==> config.mk <==
export PLATFORM = sky130hd
export DESIGN_NAME = xadc_drp_scheduler
export DESIGN_NICKNAME = d
export VERILOG_FILES = /design/src/rtl/xadc_pkg.sv /design/src/rtl/xadc_drp_arb.sv /design/src/rtl/xadc_drp_scheduler.sv
export SDC_FILE = /design/constraint.sdc
export NUM_CORES = 1
export LEC_CHECK = 0
export ABC_CLOCK_PERIOD_IN_PS = 2400
export CORE_ASPECT_RATIO = 0.8
export CORE_MARGIN = 4
export CORE_UTILIZATION = 46
export CTS_CLUSTER_DIAMETER = 50
export DETAILED_ROUTE_END_ITERATION = 10
export PLACE_DENSITY = 0.79
export SYNTH_ARGS = -nofsm -noshare
export SYNTH_HDL_FRONTEND = slang
export SYNTH_SLANG_ARGS = --single-unit
==> constraint.sdc <==
create_clock -name clk -period 2.4 [get_ports clk]
set_clock_uncertainty 0.2 [all_clocks]
set_input_delay 0.48 -clock clk [delete_from_list [all_inputs] [get_ports clk]]
set_output_delay 0.48 -clock clk [all_outputs]
set_load 0.02 [all_outputs]
==> src/rtl/xadc_pkg.sv <==
// Shared constants and types for the XADC DRP scheduler: DRP field widths,
// the scanned-channel address table and the scheduler state encoding.
package xadc_pkg;

    localparam int ADDR_W = 7;
    localparam int DATA_W = 16;
    localparam int SMP_W  = 12;

    // Scan order: channel index i reads DRP address CH_ADDR[i].
    localparam logic [ADDR_W-1:0] CH_ADDR [8] = '{
        7'h1E, 7'h17, 7'h1F, 7'h16, 7'h1C, 7'h1D, 7'h14, 7'h15
    };

    typedef enum logic [1:0] {
        ST_IDLE      = 2'd0,
        ST_SCAN_WAIT = 2'd1,
        ST_CFG_WAIT  = 2'd2
    } state_e;

endpackage

==> src/rtl/xadc_drp_arb.sv <==
// Two-way DRP grant between the channel scanner and the configuration port,
// with a priority bit that alternates only when both sides compete.
module xadc_drp_arb (
    input  logic clk,
    input  logic rst_n,
    input  logic en,
    input  logic scan_req,
    input  logic cfg_req,
    output logic gnt_scan,
    output logic gnt_cfg
);

    // prio_q = 0 favours the scanner, 1 favours the configuration port.
    logic prio_q, prio_d;

    always_comb begin
        gnt_scan = 1'b0;
        gnt_cfg  = 1'b0;
        prio_d   = prio_q;
        if (en) begin
            if (scan_req && cfg_req) begin
                gnt_scan = ~prio_q;
                gnt_cfg  = prio_q;
                prio_d   = ~prio_q;
            end else begin
                gnt_scan = scan_req;
                gnt_cfg  = cfg_req;
            end
        end
    end

    always_ff @(posedge clk or negedge rst_n) begin
        if (!rst_n) begin
            prio_q <= 1'b0;
        end else begin
            prio_q <= prio_d;
        end
    end

endmodule

==> src/rtl/xadc_drp_scheduler.sv <==
// Shares the XADC DRP between an eoc-driven round-robin channel scanner and a
// configuration port; one transaction in flight, guarded by a drdy timeout.
module xadc_drp_scheduler
    import xadc_pkg::*;
#(
    parameter int NUM_CH  = 4,
    parameter int TIMEOUT = 64
) (
    input  logic              clk,
    input  logic              rst_n,
    input  logic              eoc,
    output logic              drp_den,
    output logic              drp_dwe,
    output logic [ADDR_W-1:0] drp_daddr,
    output logic [DATA_W-1:0] drp_di,
    input  logic [DATA_W-1:0] drp_do,
    input  logic              drp_drdy,
    input  logic              cfg_req,
    input  logic              cfg_we,
    input  logic [ADDR_W-1:0] cfg_addr,
    input  logic [DATA_W-1:0] cfg_wdata,
    output logic              cfg_done,
    output logic [DATA_W-1:0] cfg_rdata,
    output logic              smp_valid,
    output logic [2:0]        smp_ch,
    output logic [SMP_W-1:0]  smp_data,
    output logic              err_timeout,
    output logic              err_overrun
);

    localparam int               CNT_W    = $clog2(TIMEOUT + 1);
    localparam logic [CNT_W-1:0] CNT_LAST = CNT_W'(TIMEOUT - 1);
    localparam logic [2:0]       LAST_CH  = 3'(NUM_CH - 1);

    state_e            state_q, state_d;
    logic [2:0]        ch_idx_q, ch_idx_d;
    logic              eoc_pend_q, eoc_pend_d;
    logic [CNT_W-1:0]  cnt_q, cnt_d;
    logic              den_q, den_d, dwe_q, dwe_d;
    logic [ADDR_W-1:0] daddr_q, daddr_d;
    logic [DATA_W-1:0] di_q, di_d, rdata_q, rdata_d;
    logic              done_q, done_d, smp_valid_q, smp_valid_d;
    logic [2:0]        smp_ch_q, smp_ch_d;
    logic [SMP_W-1:0]  smp_data_q, smp_data_d;
    logic              err_to_q, err_to_d, err_ov_q, err_ov_d;
    logic              in_idle, scan_req, cfg_req_eff, gnt_scan, gnt_cfg;

    assign in_idle  = (state_q == ST_IDLE);
    assign scan_req = eoc_pend_q | eoc;
    // The requester still holds cfg_req during its completion cycle; that is not a new request.
    assign cfg_req_eff = cfg_req & ~done_q;

    xadc_drp_arb u_arb (
        .clk      (clk),
        .rst_n    (rst_n),
        .en       (in_idle),
        .scan_req (scan_req),
        .cfg_req  (cfg_req_eff),
        .gnt_scan (gnt_scan),
        .gnt_cfg  (gnt_cfg)
    );

    always_comb begin
        state_d     = state_q;
        ch_idx_d    = ch_idx_q;
        cnt_d       = cnt_q;
        den_d       = 1'b0;
        dwe_d       = 1'b0;
        daddr_d     = daddr_q;
        di_d        = di_q;
        done_d      = 1'b0;
        rdata_d     = rdata_q;
        smp_valid_d = 1'b0;
        smp_ch_d    = smp_ch_q;
        smp_data_d  = smp_data_q;
        err_to_d    = 1'b0;
        err_ov_d    = eoc & eoc_pend_q;
        // A fresh eoc next to an already-pending one survives the grant that retires the old one.
        eoc_pend_d  = (eoc_pend_q | eoc) & ~(gnt_scan & ~(eoc & eoc_pend_q));

        unique case (state_q)
            ST_IDLE: begin
                if (gnt_scan) begin
                    den_d   = 1'b1;
                    daddr_d = CH_ADDR[ch_idx_q];
                    cnt_d   = '0;
                    state_d = ST_SCAN_WAIT;
                end else if (gnt_cfg) begin
                    den_d   = 1'b1;
                    dwe_d   = cfg_we;
                    daddr_d = cfg_addr;
                    di_d    = cfg_wdata;
                    cnt_d   = '0;
                    state_d = ST_CFG_WAIT;
                end
            end
            ST_SCAN_WAIT: begin
                cnt_d = cnt_q + CNT_W'(1);
                if (drp_drdy) begin
                    smp_valid_d = 1'b1;
                    smp_ch_d    = ch_idx_q;
                    smp_data_d  = drp_do[DATA_W-1:DATA_W-SMP_W];
                    ch_idx_d    = (ch_idx_q == LAST_CH) ? 3'd0 : ch_idx_q + 3'd1;
                    state_d     = ST_IDLE;
                end else if (cnt_q == CNT_LAST) begin
                    err_to_d = 1'b1;
                    state_d  = ST_IDLE;
                end
            end
            ST_CFG_WAIT: begin
                cnt_d = cnt_q + CNT_W'(1);
                if (drp_drdy) begin
                    done_d  = 1'b1;
                    rdata_d = cfg_we ? rdata_q : drp_do;
                    state_d = ST_IDLE;
                end else if (cnt_q == CNT_LAST) begin
                    err_to_d = 1'b1;
                    done_d   = 1'b1;
                    rdata_d  = 16'hFFFF;
                    state_d  = ST_IDLE;
                end
            end
            default: state_d = ST_IDLE;
        endcase
    end

    always_ff @(posedge clk or negedge rst_n) begin
        if (!rst_n) begin
            state_q     <= ST_IDLE;
            ch_idx_q    <= 3'd0;
            eoc_pend_q  <= 1'b0;
            cnt_q       <= '0;
            den_q       <= 1'b0;
            dwe_q       <= 1'b0;
            daddr_q     <= CH_ADDR[0];
            di_q        <= '0;
            done_q      <= 1'b0;
            rdata_q     <= '0;
            smp_valid_q <= 1'b0;
            smp_ch_q    <= 3'd0;
            smp_data_q  <= '0;
            err_to_q    <= 1'b0;
            err_ov_q    <= 1'b0;
        end else begin
            state_q     <= state_d;
            ch_idx_q    <= ch_idx_d;
            eoc_pend_q  <= eoc_pend_d;
            cnt_q       <= cnt_d;
            den_q       <= den_d;
            dwe_q       <= dwe_d;
            daddr_q     <= daddr_d;
            di_q        <= di_d;
            done_q      <= done_d;
            rdata_q     <= rdata_d;
            smp_valid_q <= smp_valid_d;
            smp_ch_q    <= smp_ch_d;
            smp_data_q  <= smp_data_d;
            err_to_q    <= err_to_d;
            err_ov_q    <= err_ov_d;
        end
    end

    assign drp_den     = den_q;
    assign drp_dwe     = dwe_q;
    assign drp_daddr   = daddr_q;
    assign drp_di      = di_q;
    assign cfg_done    = done_q;
    assign cfg_rdata   = rdata_q;
    assign smp_valid   = smp_valid_q;
    assign smp_ch      = smp_ch_q;
    assign smp_data    = smp_data_q;
    assign err_timeout = err_to_q;
    assign err_overrun = err_ov_q;

endmodule

==> results.json, run 1 <==
{
  "fin_crit_ps": 2190,
  "via_per_inst": 5.24,
  "drc": 0,
  "clockBufferDepth": 2,
  "drt_iter0_markers": 102,
  "worst_pin_slew_ps": 784,
  "crit_fanout": 17,
  "slowest_delay_ps": 670,
  "drt_pass1_iterations": 4,
  "ir_drop_mv": 0.670,
  "cts.clk_slew.worst_paths_ps": 80,
  "cts_root_buffer": "clkbuf_8",
  "ys_top_cells_by_area": "dfrtp_1 55%, nand2_1 7.6%, a2bb2oi_2 4.3%, mux2_2 4.3%, o22ai_1 3.4%",
  "numCtsBuffers": 9,
  "wl_mm": 7.72,
  "synth_area_per_cell_um2": 11.5,
  "fmax_mhz": 458,
  "busiest_layer": "met2",
  "grt_overflow": 0,
  "syn_to_final_growth_pct": 45.9,
  "rsz0062_at_grt": "no",
  "finalHoldViolations": 0,
  "n_fill_cell": 480,
  "hpwl_mm": 5.67,
  "synthArstFlopShare": 1.00,
  "leakage_nw": 2.08,
  "yosysWarnings": 0,
  "fin_setup_tns_ps": 0,
  "ant_nets": 0,
  "status": "completed",
  "vias": 2505,
  "synthCells": 275,
  "critical_path_class": "flip-flop to flip-flop",
  "ys_ff_latch": 74,
  "n_antenna_cell": 0,
  "crit_arrival_ps": 2250,
  "power_density_mw_per_mm2": 1390,
  "grt_first_pass_wirelength_mm": 12.5,
  "yosysUniqueCellTypes": 44,
  "layout_setup_ws_ps": 214,
  "grtUsageMet2": 0.296,
  "slowest_stage": "o21a_1",
  "antenna_found_initial": 0,
  "hold_path_class": "flip-flop to flip-flop",
  "cts_resized": 0,
  "required_ps": 2460,
  "drive_gt1_frac": 0.147,
  "cp-start-kind": "flip-flop",
  "syn_nets": 326,
  "stdcell_count": 478,
  "placedCellCount": 461,
  "pre_cts_slack_ps": 105,
  "yosysSeqAreaShare": 0.587,
  "endpoint_kind": "flip-flop",
  "slew_violations": 0,
  "placed_area_mm2": 0.00435,
  "place_congestion": 0.770,
  "die_y_um": 82.2,
  "core.rowCount": 26,
  "post_drt_wl_per_cell_um": 16.1,
  "fin_area_mm2": 0.00462,
  "fin_crit_sh": 0.911,
  "grt_usage": 0.195,
  "final_net_count": 440,
  "die_w_um": 101,
  "synth_ff_type": "dfrtp_1",
  "die_area_mm2": 0.00828,
  "port-buffer-count": 104,
  "coreArea_mm2": 0.00654,
  "clk-insertion-delay-late_ps": 340,
  "worstPathCellList": "ha_1, nand3_2, nor3_2, o21a_1, a2bb2oi_1",
  "synthesis.area_mm2": 0.00316,
  "met3_usage": 0.0949,
  "synth_top_cell_area_share": 0.554,
  "grt_max_degree": 39,
  "io-pin-count": 105,
  "clock_sink_count": 74,
  "cts_htree_levels": 3,
  "cts_tree": "built",
  "slew_headroom": 0.478,
  "cap_violations": 0,
  "finalSetupViolCount": 0,
  "post_cts_buffers": 0,
  "grt_use_met1": 0.252,
  "grt_pass1_vias": 2511,
  "synth_edf_count": 0,
  "yosysTopAreaCell": "dfrtp_1",
  "start_util": 0.484
}
## Yosys cell counts (6+ instances only)
library cell and instances:
clkbuf_1 8, a21oi_1 6, dfrtp_1 70, o22ai_1 17, nand2_1 64, nand3_1 6, inv_1 7, a2bb2oi_1 7
mux2_2 12, a2bb2oi_2 9, ha_1 6
## metrics by stage
step | utilization | hold slack, ps | total power [mW]
final | 0.706 | 277 | 6.41
after global placement | 0.666 | 258 | 5.14
after CTS | 0.706 | 278 | 6.47
after floorplan | - | -15.6 | 3.85
after detailed placement | 0.666 | 262 | 5.25
after global routing | 0.706 | 299 | 6.81
## per-layer routing
layer	wire (µm)	part of all wire	vias to the layer above
met2	3550	0.46	78
met1	3340	0.43	1219
met4	62	0.0080	0
met3	762	0.099	7
met5	0	0	-
li1	-	-	1201
## worst max-delay path, delay by kind of cell, from the launching register on
family / cells / cell delay [ps]
fa+ha+maj: 1 / 230
compound gates: 2 / 880
flops: 1 / 390
simple gates: 2 / 410
## power breakdown
group	internal (mW)	switching (mW)
Sequential	1.82	0.377
Combinational	1.51	1.51
Clock	0.748	0.445
## path summary, 6_finish.rpt
check	from	end	slack, ps	cells past startpoint
max	cnt_q[0]	cfg_rdata[4]	210	5
min	drp_di[13]	drp_di[13]	280	2
max reg2reg	cnt_q[0]	cfg_rdata[4]	210	5
min reg2reg	drp_di[13]	drp_di[13]	280	2
max in group asynchronous	rst_n	drp_daddr[2]	910	3
min in group asynchronous	rst_n	drp_di[8]	450	2
## timing repair
action,CTS,global route
hold buffers,1,0
setup endpoints to repair,0,0
endpoints found under the hold margin,37,0
## layout by cell type (no fill, tap or decap), types with 2 or more instances in the layout
master | netlist | layout
or4b_1 | 2 | 2
inv_1 | 7 | 7
o21ai_1 | 5 | 5
mux2_1 | 4 | 4
dfrtp_1 | 70 | 70
a22o_2 | 2 | 2
nand2b_1 | 3 | 3
nor3_1 | 3 | 3
buf_12 | 0 | 2
a2bb2oi_1 | 7 | 7
a21oi_1 | 6 | 6
mux2i_1 | 2 | 2
nand2_1 | 64 | 64
o22a_1 | 2 | 2
a2bb2oi_2 | 9 | 9
nor2_1 | 4 | 4
buf_4 | 1 | 11
a22o_1 | 5 | 5
dfstp_2 | 4 | 4
bufinv_16 | 0 | 3
nand3_1 | 6 | 6
ha_1 | 6 | 6
clkdlybuf4s50_1 | 0 | 103
o22ai_1 | 17 | 17
mux2_2 | 12 | 12
clkbuf_8 | 0 | 11
a22oi_1 | 3 | 3
## flip-flops by register name, indices dropped and copies added (netlist names)
signal,cells
smp_valid,1
smp_ch,3
drp_daddr,7
state_q,2
drp_dwe,1
eoc_pend_q,1
cfg_rdata,16
drp_den,1
err_overrun,1
err_timeout,1
smp_data,12
drp_di,16
u_arb.prio_q,1
cfg_done,1
ch_idx_q,3
cnt_q,7
## layout make-up
type | count | area [µm²] | share of cell area
tap | 84 | 105 | 0.0228
inverter | 8 | 30.0 | 0.00650
timing repair buffer | 117 | 1160 | 0.252
multi-input combinational | 179 | 1210 | 0.262
clock inverter | 4 | 97.6 | 0.0211
clock buffer | 12 | 155 | 0.0336
sequential | 74 | 1860 | 0.402
## logic make-up (layout without fill, tap and decap cells)
family	after synthesis	count (layout)	synth area share
buffers and inverters	22	141	0.0312
and+or+nand+nor	89	89	0.123
DFF	74	74	0.587
AOI/OAI and AO/OA	64	64	0.166
muxes	18	18	0.0633
adders and majority gates	7	7	0.0269
xor gates and xnor gates	1	1	0.00277
No activity file was read; power rests on OpenSTA's default activity.
==> run 2: changes to the inputs <==
--- a/config.mk
+++ b/config.mk
@@ -12,6 +12,7 @@
 export CTS_CLUSTER_DIAMETER = 50
 export DETAILED_ROUTE_END_ITERATION = 10
 export PLACE_DENSITY = 0.79
+export SLEW_MARGIN = 20
 export SYNTH_ARGS = -nofsm -noshare
 export SYNTH_HDL_FRONTEND = slang
 export SYNTH_SLANG_ARGS = --single-unit
==> results of run 2 <==
No change in the layout: final DEF, timing and power equal those of run 1.
